## src/rtl/riscv_mem_pkg.sv

```systemverilog
// Shared encodings for the unified-memory port arbiter: transaction FSM
// states, access owner, and grant one-hot bit positions.
package riscv_mem_pkg;

   typedef enum logic [1:0] {
      IDLE = 2'd0,
      WAIT = 2'd1,
      RESP = 2'd2
   } arbState_t;

   typedef enum logic {
      OWN_IF = 1'b0,
      OWN_DM = 1'b1
   } owner_t;

   localparam int GRANT_IF = 0;
   localparam int GRANT_DM = 1;

endpackage

```

## src/rtl/mem_arb_grant.sv

```systemverilog
// Fetch/data priority decision with a bounded anti-starvation streak for fetch.
// Grants are only produced while the idle qualifier is high.
module mem_arb_grant
   import riscv_mem_pkg::*;
#(
   parameter int STARVE_MAX = 4
) (
   input  logic       clk,
   input  logic       rst,
   input  logic       if_req,
   input  logic       dm_req,
   input  logic       if_flush,
   input  logic       idle,
   output logic [1:0] grant
);

   localparam int STREAK_W = $clog2(STARVE_MAX + 1);
   localparam logic [STREAK_W-1:0] STREAK_LIMIT = STREAK_W'(STARVE_MAX);

   logic [STREAK_W-1:0] streak;
   logic                fetchWins;

   // NOTE: every output of a combinational block gets a default first so no latch is inferred.
   always_comb begin
      grant     = '0;
      fetchWins = if_req & ~if_flush & (~dm_req | (streak == STREAK_LIMIT));
      grant[GRANT_IF] = idle & fetchWins;
      grant[GRANT_DM] = idle & dm_req & ~fetchWins;
   end

   // A flushed fetch at the limit lets data through; saturating keeps the streak meaningful.
   always_ff @(posedge clk) begin
      // NOTE: state is updated with non-blocking assignments so all flops see pre-edge values.
      if (rst) begin
         streak <= '0;
      end else if (idle) begin
         if (!if_req || grant[GRANT_IF]) begin
            streak <= '0;
         end else if (grant[GRANT_DM] && (streak != STREAK_LIMIT)) begin
            streak <= streak + STREAK_W'(1);
         end
      end
   end

endmodule

```

## src/rtl/mem_port_arbiter.sv

```systemverilog
// Serialises fetch and data accesses onto the single-ported unified memory
// with a fixed-latency IDLE/WAIT/RESP transaction FSM.
module mem_port_arbiter
   import riscv_mem_pkg::*;
#(
   parameter int ADDR_W     = 32,
   parameter int DATA_W     = 32,
   parameter int MEM_LAT    = 2,
   parameter int STARVE_MAX = 4
) (
   input  logic              clk,
   input  logic              rst,
   input  logic              if_req,
   input  logic [ADDR_W-1:0] if_addr,
   input  logic              if_flush,
   output logic              if_valid,
   output logic [DATA_W-1:0] if_rdata,
   input  logic              dm_req,
   input  logic              dm_we,
   input  logic [ADDR_W-1:0] dm_addr,
   input  logic [DATA_W-1:0] dm_wdata,
   output logic              dm_valid,
   output logic [DATA_W-1:0] dm_rdata,
   output logic              mem_en,
   output logic              mem_we,
   output logic [ADDR_W-1:0] mem_addr,
   output logic [DATA_W-1:0] mem_wdata,
   input  logic [DATA_W-1:0] mem_rdata
);

   localparam int CNT_W = $clog2(MEM_LAT + 1);
   localparam logic [CNT_W-1:0] CNT_LOAD = CNT_W'(MEM_LAT - 1);

   arbState_t        state;
   arbState_t        nextState;
   logic [CNT_W-1:0] cnt;
   owner_t           owner;
   logic             cancelled;
   logic             idle;
   logic             anyGrant;
   logic             respActive;
   logic [1:0]       grant;

   // Gating with rst keeps every output at 0 even if reset lands mid-transaction.
   assign idle     = (state == IDLE) & ~rst;
   assign anyGrant = |grant;

   mem_arb_grant #(
      .STARVE_MAX (STARVE_MAX)
   ) grantUnit (
      .clk      (clk),
      .rst      (rst),
      .if_req   (if_req),
      .dm_req   (dm_req),
      .if_flush (if_flush),
      .idle     (idle),
      .grant    (grant)
   );

   always_ff @(posedge clk) begin
      if (rst) state <= IDLE;
      else     state <= nextState;
   end

   always_comb begin
      nextState = state;
      case (state)
         IDLE:    if (anyGrant) nextState = (MEM_LAT == 1) ? RESP : WAIT;
         WAIT:    if (cnt == CNT_W'(1)) nextState = RESP;
         RESP:    nextState = IDLE;
         default: nextState = IDLE;
      endcase
   end

   always_ff @(posedge clk) begin
      if (rst) begin
         cnt       <= '0;
         owner     <= OWN_IF;
         cancelled <= 1'b0;
      end else begin
         case (state)
            IDLE: begin
               cnt       <= CNT_LOAD;
               cancelled <= 1'b0;
               if (anyGrant) owner <= grant[GRANT_DM] ? OWN_DM : OWN_IF;
            end
            WAIT: begin
               cnt <= cnt - CNT_W'(1);
               if (if_flush && (owner == OWN_IF)) cancelled <= 1'b1;
            end
            default: cancelled <= 1'b0;
         endcase
      end
   end

   // A flush arriving in the RESP cycle itself suppresses the pulse directly.
   always_comb begin
      mem_en     = anyGrant;
      mem_we     = grant[GRANT_DM] & dm_we;
      mem_addr   = '0;
      mem_wdata  = '0;
      if (grant[GRANT_DM]) begin
         mem_addr  = dm_addr;
         mem_wdata = dm_wdata;
      end else if (grant[GRANT_IF]) begin
         mem_addr  = if_addr;
      end
      respActive = (state == RESP) & ~rst;
      if_valid   = respActive & (owner == OWN_IF) & ~cancelled & ~if_flush;
      dm_valid   = respActive & (owner == OWN_DM);
      if_rdata   = if_valid ? mem_rdata : '0;
      dm_rdata   = dm_valid ? mem_rdata : '0;
   end

endmodule

```

## config.mk

```make
export PLATFORM = sky130hd
export DESIGN_NAME = mem_port_arbiter
export DESIGN_NICKNAME = d
export VERILOG_FILES = /design/src/rtl/riscv_mem_pkg.sv /design/src/rtl/mem_arb_grant.sv /design/src/rtl/mem_port_arbiter.sv
export SDC_FILE = /design/constraint.sdc
export NUM_CORES = 1
export LEC_CHECK = 0
export CORE_AREA = 2 2 104 106
export CTS_BUF_LIST = sky130_fd_sc_hd__clkbuf_8
export DETAILED_ROUTE_END_ITERATION = 8
export DIE_AREA = 0 0 106 108
export HOLD_SLACK_MARGIN = 0.06
export PLACE_DENSITY_LB_ADDON = 0.12
export SLEW_MARGIN = 20
export SYNTH_ARGS = -nofsm -noshare
export SYNTH_HDL_FRONTEND = slang
export SYNTH_SLANG_ARGS = --single-unit
```

## constraint.sdc

```tcl
create_clock -name clk -period 3.4 [get_ports clk]
set_input_delay 0.34 -clock clk [delete_from_list [all_inputs] [get_ports clk]]
set_output_delay 0.34 -clock clk [all_outputs]
set_load 0.02 [all_outputs]
```

==> out/metrics.yaml <==
outcome:
  outcome: "completed"
power:
  switchingPower_w: 0.0002268
  power.total_w: 0.0006692
  combinationalPowerShare_pct: 64.3
  ir_worst_vdd_mv: 0.1703
  seqPwrFrac_pct: 18.1
  swShare_pct: 33.89
  clockPowerShare_pct: 17.6
  power.density_nw_per_um2: 141.0
  leakagePower_nw: 1.635
  p_int_w: 0.0004424
sta:
  clock.fmax_ghz: 0.3508
  tightestPinTransition_ps: 963.4
  finalCriticalPeriod_ps: 2851
  setup_violations: 0
  relSlewSlack_pct: 35.77
  finalCritPeriodShare_pct: 83.85
  finalHoldViolations: 0
  worst_slack_ps: 549.0
  maxSlewViolCount: 0
  fin_worst_skew_ps: 1.331
  rsz0062_at_grt: "no"
  tns_ps: 0
placed_design:
  gp_congestion: 0.7451
  dp_hpwl_mm: 7.840
  port_buffers: 265
  place_ws_ps: 540.2
routing:
  firstDrtPassIters: 6
  routedWlPerCell_um: 14.74
  drc: 0
  drt_wl_total_mm: 9.772
  drtAntennaViolNets: 0
  drt_iter0_drc: 99
  via_per_inst: 4.345
  via_count: 2881
clocking:
  clock_sinks: 9
  cts_tree: "done"
  clk_pin_slew_worst_paths_ps: 40
  cts_hold_buf: 0
  cts_resized: 0
  insertion_delay_ps: 220
  clk_path_buf_depth: 2
  cts_inserted_buffers: 3
  htreeDepth: 1
  clockRootBuffer: "clkbuf_8"
  cts_setup_buffers: 0
worst_setup_path:
  crit_family: "simple AND/OR/NAND/NOR gates"
  crit_path_top_delay_cell: "or3_2"
  cp-start-kind: "flip-flop"
  path_cells: "or3_2, a21oi_1, clkdlybuf4s50_1"
  critPathLaunch: "state[1]$_SDFFE_PP0P_"
  crit_fanout: 33
  end_kind: "primary output"
  crit_type: "flip-flop to primary output"
  arrival_ps: 2510
  rr_startpoint: "grantUnit.streak[0]$_SDFFE_PP0P_"
  slowest_delay_ps: 940
  cp_num_buf_inv: 1
  crit_required_ps: 3060
  rrSetupSlack_ps: 1720
job:
  cap_violations: 0
synthesis:
  syn_nets: 419
  synth_compound_area_share_pct: 31.35
  yosys.area_share.adder_pct: 1.881
  yosysWarningCount: 0
  seq_area_frac_synth_pct: 9.028
  yosysTopAreaCell: "and2_1"
  postSynthCellCount: 282
  avgSynthCellArea_sq_um: 7.077
  yosys.area_share.xor_xnor_pct: 0
  yosysUniqueCellTypes: 32
  ys_top_cells_by_area: "and2_1, a21oi_2, o211ai_1"
  synth_top_family_by_area: "simple AND/OR/NAND/NOR gates"
  synth_simple_gate_area_share_pct: 45.58
  syn_area_sq_um: 1996
  ys_seq_elements: 9
  yosys.area.top_type_share_pct: 30.41
  synthMuxAreaShare_pct: 0.5016
hold_path:
  hp-class: "flip-flop to flip-flop"
  worstHoldStart: "cnt[1]$_SDFFE_PP0P_"
global_route:
  grt_pass1_wl_mm: 14.72
  grt.overflow.total: 0
  grt_pass1_vias: 2864
  antenna_found_initial: 0
  globalRouteTotalUtil_pct: 15.62
  grt_max_degree: 36
floorplan:
  die_w_um: 106
  die_area_sq_um: 11450
  start_util_pct: 19.51
  core_area_sq_um: 10230
  rows: 37
  die_height_um: 108
  io_pins: 266
final_layout:
  seqCellArea_sq_um: 180.2
  num_antenna_cells: 0
  nets: 665
  fillers: 1023
  syn2layout_area_growth_pct: 137.7
  layout-drive-gt1-share_pct: 9.298
  multi_input_area_sq_um: 1587
-- metal layers --
metal  track usage [%]  wire length [um]
met5                 0                 0
met4             1.316                54
met3             2.893               638
met2             30.74              5159
met1             18.18              3921
-- tightest hold or removal path: cells and delay by family (launching register included) --
kind               cells  cell delay (ps)
DFF                    1              300
AOI/OAI and AO/OA      1               50
and+or+nand+nor        1               50
-- flip-flops by register name, indices dropped and copies added (netlist names) --
| register | flops |
|---|---|
| grantUnit.streak | 3 |
| owner | 1 |
| state | 2 |
| cancelled | 1 |
| cnt | 2 |
-- cells in the mapped netlist, drive strengths merged --
master	count
and2	97
a21oi	35
nand3	32
o211ai	32
buf	22
clkbuf	13
dfxtp	9
nor2	6
inv	4
nor2b	4
and3	3
ha	3
nand2	3
nor3	3
a22o	2
a31o	2
a32o	2
a2111oi	1
a21bo	1
mux2i	1
nand2b	1
nand3b	1
nor4b	1
nor4bb	1
o211a	1
o21ba	1
or3	1
-- path summary, 6_finish.rpt --
check	to	depth (start not counted)
min	cnt[1]$_SDFFE_PP0P_	2
max	mem_addr[31]	3
min reg2reg	cnt[1]$_SDFFE_PP0P_	2
max reg2reg	grantUnit.streak[0]$_SDFFE_PP0P_	6
-- power by group through the flow --
stage | registers [W] | logic [W] | clock network [W]
finish | 0.000121 | 0.000430 | 0.000118
global route | 0.000122 | 0.000462 | 0.000125
CTS | 0.000121 | 0.000434 | 0.000121
detailed placement | 0.000123 | 0.000432 | 0
global placement | 0.000122 | 0.000429 | 0
floorplan | 0.000117 | 0.000195 | 0
-- area by class of cell --
cell class	instances	share of cell area [%]
clock inverters	1	0.07911
well taps	136	3.586
clock buffers	3	0.8703
inverters	4	0.3165
repair buffers	276	57.91
multi-input cells	234	33.44
flip-flops and latches	9	3.797
-- cell families after synthesis --
kind of cell	after synthesis
simple gates	153
fa+ha+maj	3
flops	9
buf+inv	39
mux	1
compound gates	77
-- through the flow --
step / utilization (%) / hold WS [ps] / instances / area [sq um]
3_5_place_dp: 45.93 / 452.0 / 659 / 4700
5_1_grt: 46.37 / 493.4 / 663 / 4745
4_1_cts: 46.37 / 456.7 / 663 / 4745
2_1_floorplan: - / 431.9 / 282 / 1996
3_3_place_gp: 45.93 / 440.4 / 659 / 4700
6_report: 46.37 / 454.7 / 663 / 4745
-- placed cells by master (no fill, tap or decap), types with 2 or more instances in the layout --
cell type          n
clkdlybuf4s50_1  265
and2_1            97
nand3_1           32
o211ai_1          32
a21oi_2           29
buf_4             10
dfxtp_1            9
a21oi_1            6
nor2_1             6
inv_1              5
nand2_1            3
and3_1             3
nor2b_1            3
ha_1               3
clkbuf_8           3
nor3_1             2
a22o_1             2
a32o_1             2
(Power assumes the default switching activity.)
